`config.mk`:
```
export PLATFORM = sky130hd
export DESIGN_NAME = aes_mix_columns_seq
export DESIGN_NICKNAME = d
export VERILOG_FILES = /design/src/rtl/aes_mix_columns_seq.sv
export SDC_FILE = /design/constraint.sdc
export NUM_CORES = 1
export LEC_CHECK = 0
export BUFFER_PORTS_ARGS = -buffer_cell sky130_fd_sc_hd__buf_2
export CAP_MARGIN = 25
export CORE_MARGIN = 8
export CORE_UTILIZATION = 41
export DETAILED_ROUTE_END_ITERATION = 16
export PLACE_DENSITY = 0.69
export SLEW_MARGIN = 15
export SYNTH_ARGS = -nofsm -noshare
export SYNTH_HDL_FRONTEND = slang
export SYNTH_SLANG_ARGS = --single-unit
```
`constraint.sdc`:
```
create_clock -name Clk -period 5.7 [get_ports Clk]
set_clock_uncertainty 0.05 [all_clocks]
set_input_delay 0.285 -clock Clk [delete_from_list [all_inputs] [get_ports Clk]]
set_output_delay 0.285 -clock Clk [all_outputs]
set_load 0.1 [all_outputs]
```
`src/rtl/aes_mix_columns_seq.sv`:
```
// Sequential AES MixColumns / InvMixColumns engine with per-block skip.
// Transforms COLS_PER_CYCLE columns per clock over valid/ready handshakes.
//
// Ports:
//   Clk, Rst      clock, synchronous active-high reset
//   Encrypt       1 = MixColumns, 0 = InvMixColumns (sampled at accept)
//   Skip          1 = return block unchanged (sampled at accept)
//   In_valid      Input_block/Encrypt/Skip valid
//   In_ready      engine idle, can accept a block
//   Input_block   128-bit AES state, column 1 in bits [31:0]
//   Out_valid     Output_block valid
//   Out_ready     consumer accepts the output
//   Output_block  transformed state, straight from the state register
//   Busy          block in flight (processing or waiting for output)
module aes_mix_columns_seq #(
    parameter int COLS_PER_CYCLE = 1
) (
    input  logic         Clk,
    input  logic         Rst,
    input  logic         Encrypt,
    input  logic         Skip,
    input  logic         In_valid,
    output logic         In_ready,
    input  logic [127:0] Input_block,
    output logic         Out_valid,
    input  logic         Out_ready,
    output logic [127:0] Output_block,
    output logic         Busy
);

    localparam int NUM_PASSES = 4 / COLS_PER_CYCLE;

    if (!(COLS_PER_CYCLE == 1 || COLS_PER_CYCLE == 2 ||
          COLS_PER_CYCLE == 4)) begin : g_bad_cols
        $error("COLS_PER_CYCLE must be 1, 2 or 4");
    end

    typedef enum logic [1:0] {
        S_IDLE,
        S_PROC,
        S_DONE
    } state_t;

    state_t         r_state;
    state_t         w_next;
    logic [127:0]   r_block;
    logic           r_enc;
    logic           r_skip;
    logic [1:0]     r_cnt;

    logic           w_accept;
    logic           w_last;
    logic           w_proc;
    logic [6:0]     w_off     [COLS_PER_CYCLE];
    logic [31:0]    w_col_in  [COLS_PER_CYCLE];
    logic [31:0]    w_col_out [COLS_PER_CYCLE];

    // Multiply by x in GF(2^8), polynomial 0x11B.
    function automatic logic [7:0] xt(input logic [7:0] b);
        return {b[6:0], 1'b0} ^ (b[7] ? 8'h1b : 8'h00);
    endfunction

    // Output row 0 of the matrix product; other rows reuse this on a
    // byte-rotated column since both matrices are circulant.
    function automatic logic [7:0] row0(input logic [31:0] w,
                                        input logic enc);
        logic [7:0] b0, b1, b2, b3;
        logic [7:0] e0, e1, e2, e3;
        logic [7:0] x2 [4];
        logic [7:0] x4 [4];
        logic [7:0] x8 [4];
        b0 = w[7:0];
        b1 = w[15:8];
        b2 = w[23:16];
        b3 = w[31:24];
        x2[0] = xt(b0);
        x2[1] = xt(b1);
        x2[2] = xt(b2);
        x2[3] = xt(b3);
        for (int i = 0; i < 4; i++) begin
            x4[i] = xt(x2[i]);
            x8[i] = xt(x4[i]);
        end
        if (enc) begin
            return x2[0] ^ x2[1] ^ b1 ^ b2 ^ b3;
        end
        e0 = x8[0] ^ x4[0] ^ x2[0];
        e1 = x8[1] ^ x2[1] ^ b1;
        e2 = x8[2] ^ x4[2] ^ b2;
        e3 = x8[3] ^ b3;
        return e0 ^ e1 ^ e2 ^ e3;
    endfunction

    function automatic logic [31:0] mix_col(input logic [31:0] c,
                                            input logic enc);
        return {row0({c[23:0], c[31:24]}, enc),
                row0({c[15:0], c[31:16]}, enc),
                row0({c[7:0],  c[31:8]},  enc),
                row0(c, enc)};
    endfunction

    assign w_accept = (r_state == S_IDLE) && In_valid;
    assign w_last   = (r_cnt == 2'(NUM_PASSES - 1));
    assign w_proc   = (r_state == S_PROC) && !r_skip;

    always_ff @(posedge Clk) begin
        if (Rst) begin
            r_state <= S_IDLE;
        end else begin
            r_state <= w_next;
        end
    end

    always_comb begin
        w_next    = r_state;
        In_ready  = 1'b0;
        Out_valid = 1'b0;
        Busy      = 1'b0;
        unique case (r_state)
            S_IDLE: begin
                In_ready = 1'b1;
                if (In_valid) begin
                    w_next = Skip ? S_DONE : S_PROC;
                end
            end
            S_PROC: begin
                Busy = 1'b1;
                if (w_last) begin
                    w_next = S_DONE;
                end
            end
            S_DONE: begin
                Busy      = 1'b1;
                Out_valid = 1'b1;
                if (Out_ready) begin
                    w_next = S_IDLE;
                end
            end
            default: w_next = S_IDLE;
        endcase
    end

    // Columns handled this pass: cnt*C .. cnt*C+C-1.
    always_comb begin
        for (int j = 0; j < COLS_PER_CYCLE; j++) begin
            w_off[j]     = 7'((int'(r_cnt) * COLS_PER_CYCLE + j) * 32);
            w_col_in[j]  = r_block[w_off[j] +: 32];
            w_col_out[j] = mix_col(w_col_in[j], r_enc);
        end
    end

    always_ff @(posedge Clk) begin
        if (Rst) begin
            r_block <= '0;
            r_enc   <= 1'b0;
            r_skip  <= 1'b0;
            r_cnt   <= '0;
        end else if (w_accept) begin
            r_block <= Input_block;
            r_enc   <= Encrypt;
            r_skip  <= Skip;
            r_cnt   <= '0;
        end else if (w_proc) begin
            for (int j = 0; j < COLS_PER_CYCLE; j++) begin
                r_block[w_off[j] +: 32] <= w_col_out[j];
            end
            r_cnt <= w_last ? 2'd0 : r_cnt + 2'd1;
        end
    end

    assign Output_block = r_block;

endmodule
```
[Yosys cells after proc, flatten, opt, wreduce, memory -nomap -nowiden]
Index checks and enable logic that the tools add are counted.
Widths: inputs -> output; s select.
Word-level totals
  register bits after elaboration: 134
  latch bits: 0
  RAM bits: 0
  bits in read-only memories: 0
  bits of input ports: 134
  output and inout bits: 131
  word-level logic and storage cells: 121
  memories: 0
Cells by class
  add/sub/neg operators: 2
  multipliers: 0
  divide/modulo/power cells: 0
  $lt $le $gt $ge: 0
  equality and inequality tests: 6
  shifts and indexed selects: 3
  muxes and demuxes: 33
  bitwise operators: 64
  reductions and logical operators: 8
Operator list (count)
  $xor 8x8->8: 54
  $mux 128: 2
  $bwmux 128: 1
  $shift 32x9->128 const A: 1
  $shiftx 128x8->32: 1
  $shiftx 32x9->128: 1
  $xor 8x5->8: 10
  $mux 8: 8
  $mux 5: 12
  $mux 2: 5
  $neg 7->9: 1
  $ne 2x2->1 const B: 3
  $pmux 2 s3: 1
  $eq 2x2->1 const B: 2
  $mux 1: 4
  $reduce_or 2->1: 2
  $reduce_and 3->1: 1
  $add 2x1->2 const B: 1
  $eq 2x1->1 const B: 1
  $logic_and 1x1->1: 2
  $logic_not 2->1: 1
  $reduce_bool 2->1: 1
  $logic_not 1->1: 1

[Longest topological paths before layout]
  word-level depth: 17
  depth in mapped cells: 13
  depth with buffers taken out: 8

[Worst setup path after synthesis]
No wires, ideal clock.
  path kind: register -> register
  start: register r_block[61], in the netlist Output_block[61]
  end: register r_block[44], in the netlist Output_block[44]
  setup time: 0.080 ns
  arrival: 3.367 ns
  required time: 5.570 ns
  path slack: 2.203 ns
  cell stages (with the launch flop): 10
  buffers on the path: 1
  period minus slack after synthesis: 3.497 ns
  cells stage by stage: dfxtp_1 > mux4_2 > buf_6 > xnor3_1 > xor3_2 > xnor2_4 > xor2_1 > nand2_1 > or3_1 > o211ai_1
Between the ends
  word-level cells in the longest chain between the ends: 15
  elaborated cells between the ends (all ways): 43
  those cells by class: shift (2); mux (12); bitwise (29)
Ends and longest elaborated chain
  start: declaration: line 46  | logic [127:0] r_block;
  start signal: assignment: line 159  | r_block <= Input_block;
  start signal: indexed assignment: line 165  | r_block[w_off[j] +: 32] <= w_col_out[j];
  $shiftx 128x8->32 *: line 147  | w_col_in[j] = r_block[w_off[j] +: 32];
  $xor 8x5->8 (2 in a row): line 60  | return {b[6:0], 1'b0} ^ (b[7] ? 8'h1b : 8'h00);
  $mux 5: line 60
  $xor 8x8->8: line 60
  $xor 8x8->8, on equally long branches: line 88, 87, 89
  $xor 8x8->8, on equally long branches: line 88, 87
  $xor 8x8->8 (3 in a row): line 91  | return e0 ^ e1 ^ e2 ^ e3;
  $mux 8: line 87  | e0 = x8[0] ^ x4[0] ^ x2[0];
  $shiftx 32x9->128 *: line 165
  $bwmux 128 *: line 165
  $mux 128 *: line 163  | end else if (w_proc) begin
  $mux 128 *: line 158  | end else if (w_accept) begin
Mark *: on every way between the ends. The rest lies on a longest branch, timed or not. The select of a mux whose other input is x is not followed.
A chain may end at the register's enable or synchronous reset.

[Final worst setup path]
  start: register r_cnt[0]
  end: register r_block[19], in the netlist Output_block[19]
Between the ends
  word-level cells in the longest chain between the ends: 15
  elaborated cells between the ends (all ways): 91
  those cells by class: add/sub (1); shift (3); mux (23); bitwise (64)
Ends and longest elaborated chain
  start: declaration: line 49  | logic [1:0] r_cnt;
  start signal: assignment: line 167  | r_cnt <= w_last ? 2'd0 : r_cnt + 2'd1;
  $shiftx 128x8->32: line 147
  $xor 8x5->8 / $mux 5 (equally long branches) (2 in a row): line 60
  $mux 5 / $xor 8x5->8 (equally long branches): line 60
  $xor 8x5->8 / $xor 8x8->8 (equally long branches): line 60
  $xor 8x8->8, on equally long branches: line 87, 89, 88
  $xor 8x8->8, on equally long branches: line 87, 88
  $xor 8x8->8 (3 in a row): line 91
  $mux 8: line 87
  $shiftx 32x9->128: line 165
  $bwmux 128 *: line 165
  $mux 128 *: line 163
  $mux 128 *: line 158
Marks and branches as above.

==> impl_metrics.yaml <==
outcome:
  outcome: "finished clean"
detailed_routing:
  detail_route.wirelength_microns: 31500
  ant_nets: 0
  routed-wl-met3_microns: 3070
  drt-vias-per-instance: 6.15
  route.top_layer_used: "met5"
  met2_length_microns: 15400
  drcViolationCount: 0
  route.layer.met1.wl_microns: 12100
  via_count: 8073
  drt_pass1_iterations: 12
  wl_per_cell_microns: 24.0
  drtIter0Drc: 1342
clock_tree:
  postCtsHoldBufs: 0
  cts_post_setup_buffers_inserted: 0
  htree_num_levels: 4
  numClockSinks: 134
  root_buffer_selected_by_cts: "sky130_fd_sc_hd__clkbuf_16"
  max-clock-path-buffers: 2
  worst_setup_hold_path_clk_slew_ns: 0.07
  tritoncts: "built"
  cts_inserted_buffers: 17
  worstSkewPairLatency_ns: 0.44
  cts_resized: 0
critical_path:
  timing.critical_path.to_type: "flop"
  critPathArrivalTime_ns: 4.21
  worst_setup_path_start_kind: "flop"
  worstPathBufferInverterCount: 0
  path_delay_family: "XOR/XNOR gates"
  cp.required_ns: 5.94
  cp_max_fo: 23
  critPathSlowestCell: "sky130_fd_sc_hd__dfxtp_2"
  timing.setup.critical_path_class: "reg -> reg"
  path_common_cell: "sky130_fd_sc_hd__xnor3_1"
  timing.critical_path.cells: "mux4_2, xor2_2, xnor3_1, xnor3_1, xnor2_1, nor2_1, a21oi_1, o22ai_1"
  cpPeakStageDelay_ns: 0.81
synth:
  post_synth_num_cell_types: 48
  synth-edff-count: 0
  yosys_most_used_dff: "sky130_fd_sc_hd__dfxtp_1"
  synth_area_in_compound_gates_pct: 19.2
  syn-num-nets: 950
  number_of_warning_messages_in_the_yosys_log: 0
  synth.avg_cell_area_sq_um: 10.5
  yosys.area_share.adder_pct: 1.03
  synth_cells: 809
  ys_seq_elements: 134
  mappedNetlistArea_sq_um: 8490
  synthesized_area_fraction_occupied_by_and_or_nand_nor_cells_pct: 7.34
  synthXorXnorAreaFrac_pct: 26.8
  synth_top_family_by_area: "XOR/XNOR gates"
  synth.area.mux_share_pct: 9.14
  synth.yosys.seq_area_share_pct: 31.6
  synth-async-reset-ratio_pct: 0
floorplan:
  die_x_microns: 160
  core_area_sq_um: 20300
  vertical_die_dimension_microns: 160
  std_cell_rows: 52
  initial_utilization_pct: 41.8
  io_pins: 265
  die_area_sq_um: 25600
cells_and_area:
  layout.nets: 1170
  final_common_cell: "sky130_fd_sc_hd__buf_2"
  layout_stage_area_growth_over_the_synthesis_result_pct: 25.2
  mostFrequentLayoutCells: "sky130_fd_sc_hd__buf_2, sky130_fd_sc_hd__dfxtp_1, sky130_fd_sc_hd__xnor2_1, sky130_fd_sc_hd__nor2_1, sky130_fd_sc_hd__a222oi_1"
  drive_above_1_share_pct: 36.6
global_route:
  grt_max_degree: 85
  first_global_vias: 8306
  initial_antenna_violation_count: 1
  globalRouteTotalUtil_pct: 23.8
  grt_total_ovfl: 0
  global_route_wire_length_before_repair_microns: 48300
timing:
  finalWorstPathRequiredPeriod_ns: 3.97
  fmax_mhz: 252
  setup_tns_ns: 0
  setup_ws_ns: 1.73
  timing.final.max_slew_violations: 0
  layout_worst_path_cycle_share_pct: 69.7
  timing.max_slew.rel_slack_pct: 32.3
  timing_worst_slew_pin_value_ns: 1.01
  grt_setup_unrepaired: "false"
  final_hold_viol_count: 0
  setup-violations-final: 0
placement:
  placement.setup.worst_slack_ns: 1.73
  io_buffers: 264
  detailed_place_hpwl_microns: 22600
  place.gp.congestion: 0.904
worst_hold_path:
  hold_class: "in -> reg"
run:
  maxCapViolations: 0
==> layout make-up <==
type	instances	area (sq um)
inverters	11	41.3
well taps	270	338
clock inverters	14	189
clock buffers	18	429
fillers	1853	9670
repair buffers	278	1490
multi-input cells	587	5460
diodes	1	2.50
flip-flops and latches	134	2690
==> worst paths after layout <==
kind	end	slack [ns]	start	cells past startpoint
max	Output_block[19]	1.73	r_cnt[0]	8
min	r_enc	0.05	Encrypt	3
max reg2reg	Output_block[19]	1.73	r_cnt[0]	8
min reg2reg	r_skip	0.43	r_skip	2
==> state kept, by name, indices dropped and copies added (netlist names) <==
name / count
Output_block: 128
r_cnt: 2
r_enc: 1
r_skip: 1
r_state: 2
==> Yosys cell counts, types with 2 or more instances <==
cell / number / area, sq um
sky130_fd_sc_hd__o21ai_0: 6 / 30.0
sky130_fd_sc_hd__a22oi_1: 57 / 428
sky130_fd_sc_hd__a222oi_1: 73 / 731
sky130_fd_sc_hd__ha_1: 7 / 87.6
sky130_fd_sc_hd__xnor2_4: 7 / 193
sky130_fd_sc_hd__nor3_1: 4 / 20.0
sky130_fd_sc_hd__nor2_1: 86 / 323
sky130_fd_sc_hd__xnor2_1: 118 / 1030
sky130_fd_sc_hd__nand2_1: 17 / 63.8
sky130_fd_sc_hd__buf_4: 5 / 37.5
sky130_fd_sc_hd__buf_6: 6 / 67.6
sky130_fd_sc_hd__nor3b_1: 2 / 15.0
sky130_fd_sc_hd__or3_1: 2 / 12.5
sky130_fd_sc_hd__xor2_2: 4 / 65.1
sky130_fd_sc_hd__o32ai_1: 2 / 17.5
sky130_fd_sc_hd__xnor3_2: 2 / 47.6
sky130_fd_sc_hd__inv_1: 10 / 37.5
sky130_fd_sc_hd__mux2i_1: 3 / 30.0
sky130_fd_sc_hd__o21ai_1: 5 / 25.0
sky130_fd_sc_hd__clkbuf_1: 57 / 214
sky130_fd_sc_hd__nand3b_1: 7 / 52.6
sky130_fd_sc_hd__mux4_2: 32 / 721
sky130_fd_sc_hd__a211o_1: 2 / 17.5
sky130_fd_sc_hd__o211ai_1: 2 / 15.0
sky130_fd_sc_hd__nor2b_1: 5 / 31.3
sky130_fd_sc_hd__nor2_2: 3 / 18.8
sky130_fd_sc_hd__dfxtp_1: 134 / 2680
sky130_fd_sc_hd__a21oi_1: 15 / 75.1
sky130_fd_sc_hd__buf_2: 7 / 35.0
sky130_fd_sc_hd__nand3_1: 2 / 10.0
sky130_fd_sc_hd__o22ai_1: 44 / 275
sky130_fd_sc_hd__nand2b_1: 6 / 37.5
sky130_fd_sc_hd__xor2_1: 34 / 298
sky130_fd_sc_hd__xnor3_1: 19 / 428
sky130_fd_sc_hd__xnor2_2: 10 / 163
sky130_fd_sc_hd__nor4bb_1: 2 / 20.0
==> through the flow <==
stage | hold slack (ns) | util (%) | area, sq um | cells
finish | 0.0471 | 52.4 | 10600 | 1313
global route | 0.0513 | 52.3 | 10600 | 1312
CTS | 0.0449 | 52.1 | 10600 | 1310
detailed placement | 0.427 | 49.0 | 9950 | 1278
global placement | 0.402 | 48.9 | 9930 | 1277
floorplan | 0.371 | - | 8490 | 809
==> worst min-delay path, delay by kind of cell <==
family                 cells  cell delay [ns]
buffers and inverters      1             0.11
AOI/OAI and AO/OA          1             0.05
and+or+nand+nor            1             0.05
==> cell families (layout without fill, tap and decap cells) <==
logic type / after synthesis / in the layout
AND/OR/NAND/NOR: 139 / 139
buffers and inverters: 88 / 321
flip-flops: 134 / 134
adder cells (fa/ha/maj): 7 / 7
XOR/XNOR: 196 / 196
AO/OA/AOI/OAI: 208 / 208
other: 0 / 1
multiplexers: 37 / 37
==> layer usage <==
metal / up-vias / global-route usage (%)
li1: 3521 / -
met1: 3902 / 29.6
met2: 576 / 39.9
met3: 72 / 4.40
met4: 2 / 9.81
met5: - / 0
Power is not shown: default switching activity piles up to over one toggle a cycle in this logic, so the estimate is an artifact.
